`src/rtl/bar_meter_drv.sv`:
```
// bar_meter_drv: multi-channel LED bar-graph driver for chained serial-in /
// parallel-out shift registers (74HC595 style). Each frame snapshots the
// channel levels, converts them to bar patterns (optionally with a decaying
// peak dot), shifts CH*LEDS bits out MSB-first and pulses the latch clock.
module bar_meter_drv #(
    parameter int CH       = 2,
    parameter int DW       = 10,
    parameter int LEDS     = 8,
    parameter int CLKDIV   = 4,
    parameter int HOLD_CYC = 25
) (
    input  logic             i_clk,
    input  logic             i_rst_n,
    input  logic [CH*DW-1:0] i_level,
    input  logic             i_mode,
    input  logic             i_start,
    output logic             o_ser,
    output logic             o_srclk,
    output logic             o_rclk,
    output logic             o_busy
);

    // Frame sequencer states
    localparam logic [2:0] IDLE     = 3'd0;
    localparam logic [2:0] LOAD     = 3'd1;
    localparam logic [2:0] SHIFT_LO = 3'd2;
    localparam logic [2:0] SHIFT_HI = 3'd3;
    localparam logic [2:0] LATCH    = 3'd4;

    localparam int NBITS = CH * LEDS;
    // LED count 0..LEDS per channel
    localparam int NW    = $clog2(LEDS + 1);
    localparam int HW    = (HOLD_CYC < 1) ? 1 : $clog2(HOLD_CYC + 1);
    localparam int DIVW  = (CLKDIV < 2) ? 1 : $clog2(CLKDIV);
    localparam int BCW   = (NBITS < 2) ? 1 : $clog2(NBITS);
    // level*(LEDS+1) < 2^DW * 17 < 2^(DW+5): never overflows
    localparam int PW    = DW + 5;

    localparam logic [HW-1:0]   HOLD_INIT = HW'(HOLD_CYC);
    localparam logic [DIVW-1:0] DIV_LAST  = DIVW'(CLKDIV - 1);
    localparam logic [BCW-1:0]  BIT_LAST  = BCW'(NBITS - 1);

    // Scale a level to a lit-LED count: floor(level*(LEDS+1)/2^DW)
    function automatic logic [NW-1:0] level_to_n(input logic [DW-1:0] lvl);
        logic [PW-1:0] prod;
        prod = PW'(lvl) * PW'(LEDS + 1);
        return NW'(prod >> DW);
    endfunction

    // Bar of n LEDs from bit 0 upward, plus an optional dot at LED pk-1
    function automatic logic [LEDS-1:0] build_pattern(
        input logic [NW-1:0] n,
        input logic [NW-1:0] pk,
        input logic          dot
    );
        logic [LEDS-1:0] pat;
        pat = '0;
        for (int i = 0; i < LEDS; i++) begin
            pat[i] = (i < int'(n)) || (dot && (i == int'(pk) - 1));
        end
        return pat;
    endfunction

    logic [2:0]       state;
    logic [DIVW-1:0]  div_cnt;
    logic [BCW-1:0]   bit_cnt;
    logic             div_last;
    logic             bit_last;

    // Frame snapshot (stage 0) and serial shift word (stage 1)
    logic [CH*DW-1:0] snap_level_p0;
    logic             snap_mode_p0;
    logic [NBITS-1:0] shreg_p1;

    // Peak-hold state per channel
    logic [NW-1:0]    pk      [CH];
    logic [HW-1:0]    hold    [CH];
    logic [NW-1:0]    n_lvl   [CH];
    logic [NW-1:0]    pk_nx   [CH];
    logic [HW-1:0]    hold_nx [CH];
    logic [NBITS-1:0] load_word;

    assign div_last = (div_cnt == DIV_LAST);
    assign bit_last = (bit_cnt == BIT_LAST);

    // Per-channel LED count, peak/hold update and display pattern for LOAD
    always_comb begin
        load_word = '0;
        for (int c = 0; c < CH; c++) begin
            n_lvl[c]   = level_to_n(snap_level_p0[c*DW +: DW]);
            pk_nx[c]   = pk[c];
            hold_nx[c] = hold[c];
            if (n_lvl[c] >= pk[c]) begin
                pk_nx[c]   = n_lvl[c];
                hold_nx[c] = HOLD_INIT;
            end else if (hold[c] != '0) begin
                hold_nx[c] = hold[c] - 1'b1;
            end else if (pk[c] != '0) begin
                pk_nx[c] = pk[c] - 1'b1;
            end
            load_word[c*LEDS +: LEDS] = build_pattern(n_lvl[c], pk_nx[c], snap_mode_p0);
        end
    end

    // Frame sequencer: phase divider and bit counter
    always_ff @(posedge i_clk or negedge i_rst_n) begin
        if (!i_rst_n) begin
            state   <= IDLE;
            div_cnt <= '0;
            bit_cnt <= '0;
        end else begin
            case (state)
                IDLE: begin
                    div_cnt <= '0;
                    bit_cnt <= '0;
                    if (i_start) begin
                        state <= LOAD;
                    end
                end
                LOAD: begin
                    div_cnt <= '0;
                    bit_cnt <= '0;
                    state   <= SHIFT_LO;
                end
                SHIFT_LO: begin
                    if (div_last) begin
                        div_cnt <= '0;
                        state   <= SHIFT_HI;
                    end else begin
                        div_cnt <= div_cnt + 1'b1;
                    end
                end
                SHIFT_HI: begin
                    if (div_last) begin
                        div_cnt <= '0;
                        if (bit_last) begin
                            state <= LATCH;
                        end else begin
                            bit_cnt <= bit_cnt + 1'b1;
                            state   <= SHIFT_LO;
                        end
                    end else begin
                        div_cnt <= div_cnt + 1'b1;
                    end
                end
                LATCH: begin
                    if (div_last) begin
                        div_cnt <= '0;
                        state   <= IDLE;
                    end else begin
                        div_cnt <= div_cnt + 1'b1;
                    end
                end
                default: begin
                    div_cnt <= '0;
                    bit_cnt <= '0;
                    state   <= IDLE;
                end
            endcase
        end
    end

    // Peak and hold registers advance once per frame, in LOAD
    always_ff @(posedge i_clk or negedge i_rst_n) begin
        if (!i_rst_n) begin
            for (int c = 0; c < CH; c++) begin
                pk[c]   <= '0;
                hold[c] <= '0;
            end
        end else if (state == LOAD) begin
            for (int c = 0; c < CH; c++) begin
                pk[c]   <= pk_nx[c];
                hold[c] <= hold_nx[c];
            end
        end
    end

    // Snapshot inputs on an accepted start; load and shift the serial word
    always_ff @(posedge i_clk) begin
        if (state == IDLE && i_start) begin
            snap_level_p0 <= i_level;
            snap_mode_p0  <= i_mode;
        end
        if (state == LOAD) begin
            shreg_p1 <= load_word;
        end else if (state == SHIFT_HI && div_last && !bit_last) begin
            shreg_p1 <= {shreg_p1[NBITS-2:0], 1'b0};
        end
    end

    assign o_busy  = (state != IDLE);
    assign o_srclk = (state == SHIFT_HI);
    assign o_rclk  = (state == LATCH);
    assign o_ser   = ((state == SHIFT_LO) || (state == SHIFT_HI)) && shreg_p1[NBITS-1];

endmodule

```
`config.mk`:
```
export PLATFORM = sky130hd
export DESIGN_NAME = bar_meter_drv
export DESIGN_NICKNAME = d
export VERILOG_FILES = /design/src/rtl/bar_meter_drv.sv
export SDC_FILE = /design/constraint.sdc
export NUM_CORES = 1
export LEC_CHECK = 0
export CAP_MARGIN = 20
export CORE_MARGIN = 3
export CORE_UTILIZATION = 30
export CTS_CLUSTER_DIAMETER = 120
export DETAILED_ROUTE_END_ITERATION = 10
export PLACE_DENSITY = 0.55
export SKIP_LAST_GASP = 1
export SYNTH_ARGS = -nofsm -noshare
export SYNTH_HDL_FRONTEND = slang
export SYNTH_SLANG_ARGS = --single-unit
```
`constraint.sdc`:
```
create_clock -name i_clk -period 4.5 [get_ports i_clk]
set_input_delay 0.9 -clock i_clk [delete_from_list [all_inputs] [get_ports i_clk]]
set_output_delay 0.9 -clock i_clk [all_outputs]
set_load 0.02 [all_outputs]
```
Word-level counts from Yosys, hierarchy flattened

Cells that the tools add are included.

Register bits after elaboration: 64
Bits in latches: 0
Memories: 0
Input port bits: 24
Memory bits (writable): 0
Output and inout bits: 4
Memory bits (read-only): 0

Mux-type cells: 23
Magnitude comparators: 18
Reduce and logical (&&, ||, !) cells: 55
Shift operators: 0
Multipliers: 2
Equality and inequality tests: 25
Divide/modulo/power cells: 0
Bitwise logic cells: 1
Add/subtract/negate cells: 8

Operators with widths:

| cell                                                       | number |
|---|---|
| logical NOT 32 bit                                         | 2 |
| == test 4 x 5 -> 1 bit (first input constant)              | 8 |
| less-than comparator 3 x 4 -> 1 bit (first input constant) | 8 |
| two-way mux 16 bit                                         | 2 |
| two-way mux 4 bit                                          | 8 |
| multiplier 10 x 4 -> 14 bit (second input constant)        | 2 |
| == test 3 x 5 -> 1 bit (first input constant)              | 4 |
| logical AND 1 bit                                          | 20 |
| two-way mux 5 bit                                          | 4 |
| logical OR 1 bit                                           | 17 |
| less-than comparator 1 x 4 -> 1 bit (first input constant) | 4 |
| less-than comparator 2 x 4 -> 1 bit (first input constant) | 4 |
| two-way mux 3 bit                                          | 5 |
| case mux 3 bit (5 select lines)                            | 1 |
| == test 2 x 5 -> 1 bit (first input constant)              | 2 |
| nonzero test 5 bit                                         | 2 |
| subtractor 4 x 1 -> 5 bit (second input constant)          | 2 |
| subtractor 5 x 1 -> 5 bit (second input constant)          | 2 |
| greater-or-equal comparator 4 bit                          | 2 |
| case mux 4 bit (2 select lines)                            | 1 |
| nonzero test 4 bit                                         | 2 |
| subtractor 4 x 1 -> 4 bit (second input constant)          | 2 |
| == test 3 x 2 -> 1 bit (second input constant)             | 2 |
| != test 2 bit (second input constant)                      | 3 |
| 18 further kinds                                           | 23 |

Longest topological paths before layout

Word-level depth: 9
Depth in mapped cells: 16
Mapped depth without buffers: 15

Worst setup path after synthesis

Ideal clock, no wire load.

Path kind: flip-flop to flip-flop
From: register snap_level_p0[8]
To: register shreg_p1[5] (data pin)
Setup time: 262 ps
Cell stages (with the launch flop): 14
Path slack: 844 ps
Required time: 4238 ps
Arrival time: 3394 ps
Path through: edfxtp_1 > ha_1 > ha_1 > a21oi_1 > nand2_1 > o221ai_2 > xnor2_1 > inv_1 > ha_1 > nor3_1 > a211o_1 > mux2_2 > a221oi_1 > nor2_1

Cells in the longest elaborated chain, start to end: 8

Ends and longest elaborated chain:

| element                           | line | source |
|---|---|---|
| start, declared                   | 71   | `logic [CH*DW-1:0] snap_level_p0;` |
| start signal, assigned            | 181  | `snap_level_p0 <= i_level;` |
| multiplier 10 x 4 -> 14 bit *     | 46   | `prod = PW'(lvl) * PW'(LEDS + 1);` |
| greater-or-equal comparator 4 bit | 93   | `if (n_lvl[c] >= pk[c]) begin` |
| two-way mux 4 bit                 | 93   |  |
| subtractor 4 x 1 -> 5 bit         | 59   | `pat[i] = (i < int'(n)) \|\| (dot && (i == int'(pk) - 1));` |
| == test 4 x 5 -> 1 bit            | 59   |  |
| logical AND 1 bit                 | 59   |  |
| logical OR 1 bit *                | 59   |  |
| two-way mux 16 bit *              | 184  | `if (state == LOAD) begin` |
| end signal, assigned              | 185  | `shreg_p1 <= load_word;` |
| end signal, assigned              | 187  | `shreg_p1 <= {shreg_p1[NBITS-2:0], 1'b0};` |
| end, declared                     | 73   | `logic [NBITS-1:0] shreg_p1;` |

Mark *: on every way between the ends. The rest lies on a longest branch, timed or not.
A chain may end at the register's enable or synchronous reset.

Worst setup path in the final report

From: register snap_level_p0[19]
To: register shreg_p1[10] (data pin)

Cells in the longest elaborated chain, start to end: 8

Ends and longest elaborated chain:

| element                           | line |
|---|---|
| multiplier 10 x 4 -> 14 bit *     | 46 |
| greater-or-equal comparator 4 bit | 93 |
| two-way mux 4 bit                 | 93 |
| subtractor 4 x 1 -> 5 bit         | 59 |
| == test 3 x 5 -> 1 bit            | 59 |
| logical AND 1 bit                 | 59 |
| logical OR 1 bit *                | 59 |
| two-way mux 16 bit *              | 184 |

Marks and branches as above.

==> impl_metrics.toml <==
[outcome]
run_status = "completed"

[final_layout]
post_route_cells_drive_above_1_share_pct = 9.502
n_fill_cell = 1251
final_nets = 499
diodes = 0
syn2layout_area_growth_pct = 20.02
finalCoreUtilization_pct = 37.58
seq_area_um2 = 1787
stdcell_count = 614
multi_input_logic_area_um2 = 2102

[pwr]
power_leakage_nw = 1.897
vdd.ir_drop.worst_mv = 0.2146
pwr_density_cell_nw_per_um2 = 479.9
report.power.total_mw = 2.322

[flow_run]
cap_violations = 0

[clocking]
clk-insertion-delay-late_ns = 0.32
tritoncts = "built"
hold_buf_cts = 0
number_of_sinks_on_the_clock_net = 64
cts_inserted_buffers = 9
h-tree-depth = 3
cts.path.max_buffers = 2
clkTransAtPathRegs_ns = 0.05
post_cts_buffers = 0
ctsRootBufferMaster = "clkbuf_16"
post_cts_resized = 0

[worst_setup_path]
setup.worst_path.class = "reg2reg"
regToRegEndpoint = "shreg_p1[10]"
r2r_slack_ns = 0.42
setup.worst_path.end_class = "flip-flop"
worst_setup_path_start_kind = "flip-flop"
critical_path.n_buffers_inverters = 1
arrival_ns = 4.15
rr_worst_depth = 13
worst-path-max-fanout = 14
crit_family = "compound AO/OA/AOI/OAI gates"
crit_slowest_cell = "edfxtp_1"
critical_path.reg2reg.startpoint = "snap_level_p0[19]"
cp_slowest_stage_delay_ns = 0.49
cp_common_cell = "ha_1"
worst-endpoint-required_ns = 4.57
crit_chain = "ha_1 > ha_1 > o21a_1 > o21ai_1 > a31oi_4 > xnor2_1 > inv_1 > ha_1 > nor3_1 > a211o_1 > mux2i_4 > and3b_1 > o32a_1"

[floorplan]
chipWidth_um = 121.9
start_util_pct = 31.31
ioPinCount = 28
dieArea_um2 = 14860
die_height_um = 121.9
design.core.area_um2 = 12880
core.rowCount = 41

[synthesis]
synth.yosys.warnings = 0
synth_enable_flop_cells = 37
synth_top_family_by_area = "compound AO/OA/AOI/OAI gates"
netlist.area_leader.share_pct = 27.56
synthTopCellsByArea = "edfxtp_1 (28%), dfrtp_1 (17%), ha_1 (12%), o21ai_0 (3.4%), nor2_1 (3.3%)"
arithmetic_cell_share_of_the_synthesized_area_counting_full_adders_half_adders_and_majority_gates_pct = 11.79
post_synth_and_or_nand_nor_area_fraction_pct = 17.38
synthesized_cell_area_um2 = 4031
post_synth_inst_count = 400
synthDistinctLibCells = 64
synthesized_area_fraction_occupied_by_ao_oa_aoi_and_oai_cells_pct = 19.21
syn-num-nets = 462
postSynth.topFlopCell = "edfxtp_1"
seq_area_frac_synth_pct = 44.32
synth_area_in_xor_xnor_pct = 1.738
synth-async-reset-ratio_pct = 42.19
flip_flop_and_latch_count_after_synthesis = 64
synth_area_leader_cell = "edfxtp_1"
syn_area_per_cell_um2 = 10.08
synth.mux.area_fraction_pct = 1.831

[drt]
detailedRoute.firstPassIterationCount = 4
drc_errors = 0
drt_wl_total_mm = 8.124
initialDrtViolationCount = 173
vias_per_cell = 5.090
via_count = 3125
antenna_left = 0
post_drt_wl_per_cell_um = 13.23

[worst_hold_path]
hold_path.class = "reg2reg"
whs_path_depth = 1
hold-path-endpoint = "div_cnt[0]"
min_from = "div_cnt[0]"

[global_route]
grt.met2_usage_pct = 18.89
global_route_wire_length_before_repair_mm = 14.29
grt_most_used_layer = "met2"
grt.met1_usage_pct = 15.56
grt_pass1_vias = 3119
grt_start_max_net_pins = 34
grt_residual_overflow = 0
grtUsageMet3_pct = 3.343
grt_antenna_before_repair = 0
grtUsageTotal_pct = 11.84

[sta]
timing.clock.skew_ns = 0.01198
worst_pin_slew_ns = 0.6500
fmax_mhz = 245.2
final_period_minus_worst_setup_slack_ns = 4.078
final_min_period_over_clock_period_pct = 90.62
finalSetupTns_ns = 0
timing.final.hold_violations = 0
rsz0062_at_grt = "false"
finalHoldWorstSlack_ns = 0.4474
relSlewSlack_pct = 56.56
finalSetupViolations = 0
timing.final.max_slew_violations = 0

[placement]
io_buffers = 27
placed_cells_incl_taps = 597
gpl.final_weighted_congestion = 0.8482
detailedPlacementHpwl_mm = 6.040
-- cell type report --
class | count | share of cell area [%]
Inverter | 29 | 2.250
Clock inverter | 4 | 0.4396
Sequential cell | 64 | 36.93
Timing Repair Buffer | 36 | 7.396
Clock buffer | 12 | 5.094
Tap cell | 172 | 4.448
Multi-Input combinational cell | 297 | 43.44
-- cell usage in the layout (no fill, tap or decap), drive strengths merged, types with 4 or more instances in the layout --
master	instances
clkdlybuf4s50	27
nand4	8
ha	38
and2	4
nor3	14
dfrtp	27
nor2b	8
nand3	11
a21oi	26
o21ai	30
nor2	35
a31oi	7
nand2	34
inv	29
edfxtp	37
o211ai	6
clkbuf	12
nand2b	5
buf	9
xnor2	5
mux2i	5
clkinv	4
-- synthesized netlist by cell type, types with 4 or more instances --
cell,n
inv_1,28
o21ai_0,27
nor2b_1,8
o211ai_1,6
nand2_1,34
ha_1,38
dfrtp_1,27
nor2_1,35
a21oi_1,22
a21oi_2,4
edfxtp_1,37
and2_1,4
nand3_1,11
mux2i_1,4
nand4_1,8
nand2b_1,5
xnor2_1,5
nor3_1,14
clkbuf_1,9
a31oi_1,6
-- report_power, final --
group          internal [mW]  switching, mW
Combinational          0.355          0.481
Sequential             0.761          0.106
Clock                  0.385          0.234
-- routing by layer --
metal,up-vias,share of wire [%],routed length [um]
met4,0,1.0,85
li1,1577,-,-
met5,-,0,0
met3,9,4.6,376
met1,1473,49,4002
met2,66,45,3660
-- worst max-delay path by stage --
stage               slack (ns)      endpoint         startpoint  depth (start not counted)
floorplan                 0.84   shreg_p1[5]   snap_level_p0[8]                         13
global route              0.11   shreg_p1[0]   snap_level_p0[8]                         15
CTS                       0.41  shreg_p1[10]  snap_level_p0[19]                         13
global placement          0.48  shreg_p1[10]  snap_level_p0[19]                         13
finish                    0.42  shreg_p1[10]  snap_level_p0[19]                         13
detailed placement        0.40  shreg_p1[10]  snap_level_p0[19]                         13
-- per-stage QoR --
step / setup WS (ns) / instance area (um^2)
CTS: 0.4057 / 4811
finish: 0.4222 / 4838
detailed placement: 0.3963 / 4543
floorplan: 0.8439 / 4031
global route: 0.1090 / 4838
global placement: 0.4823 / 4543
-- cell families after synthesis --
family,count (synthesis)
compound gates,110
xor+xnor,8
fa+ha+maj,38
buf+inv,39
flops,64
mux,6
simple gates,135
-- sequential cells by signal (all words and copies together), names as in the netlist --
register       cells
bit_cnt            4
snap_level_p0     20
pk                 8
div_cnt            2
snap_mode_p0       1
shreg_p1          16
state              3
hold              10
Note: power is estimated with default switching activity, not from simulation.
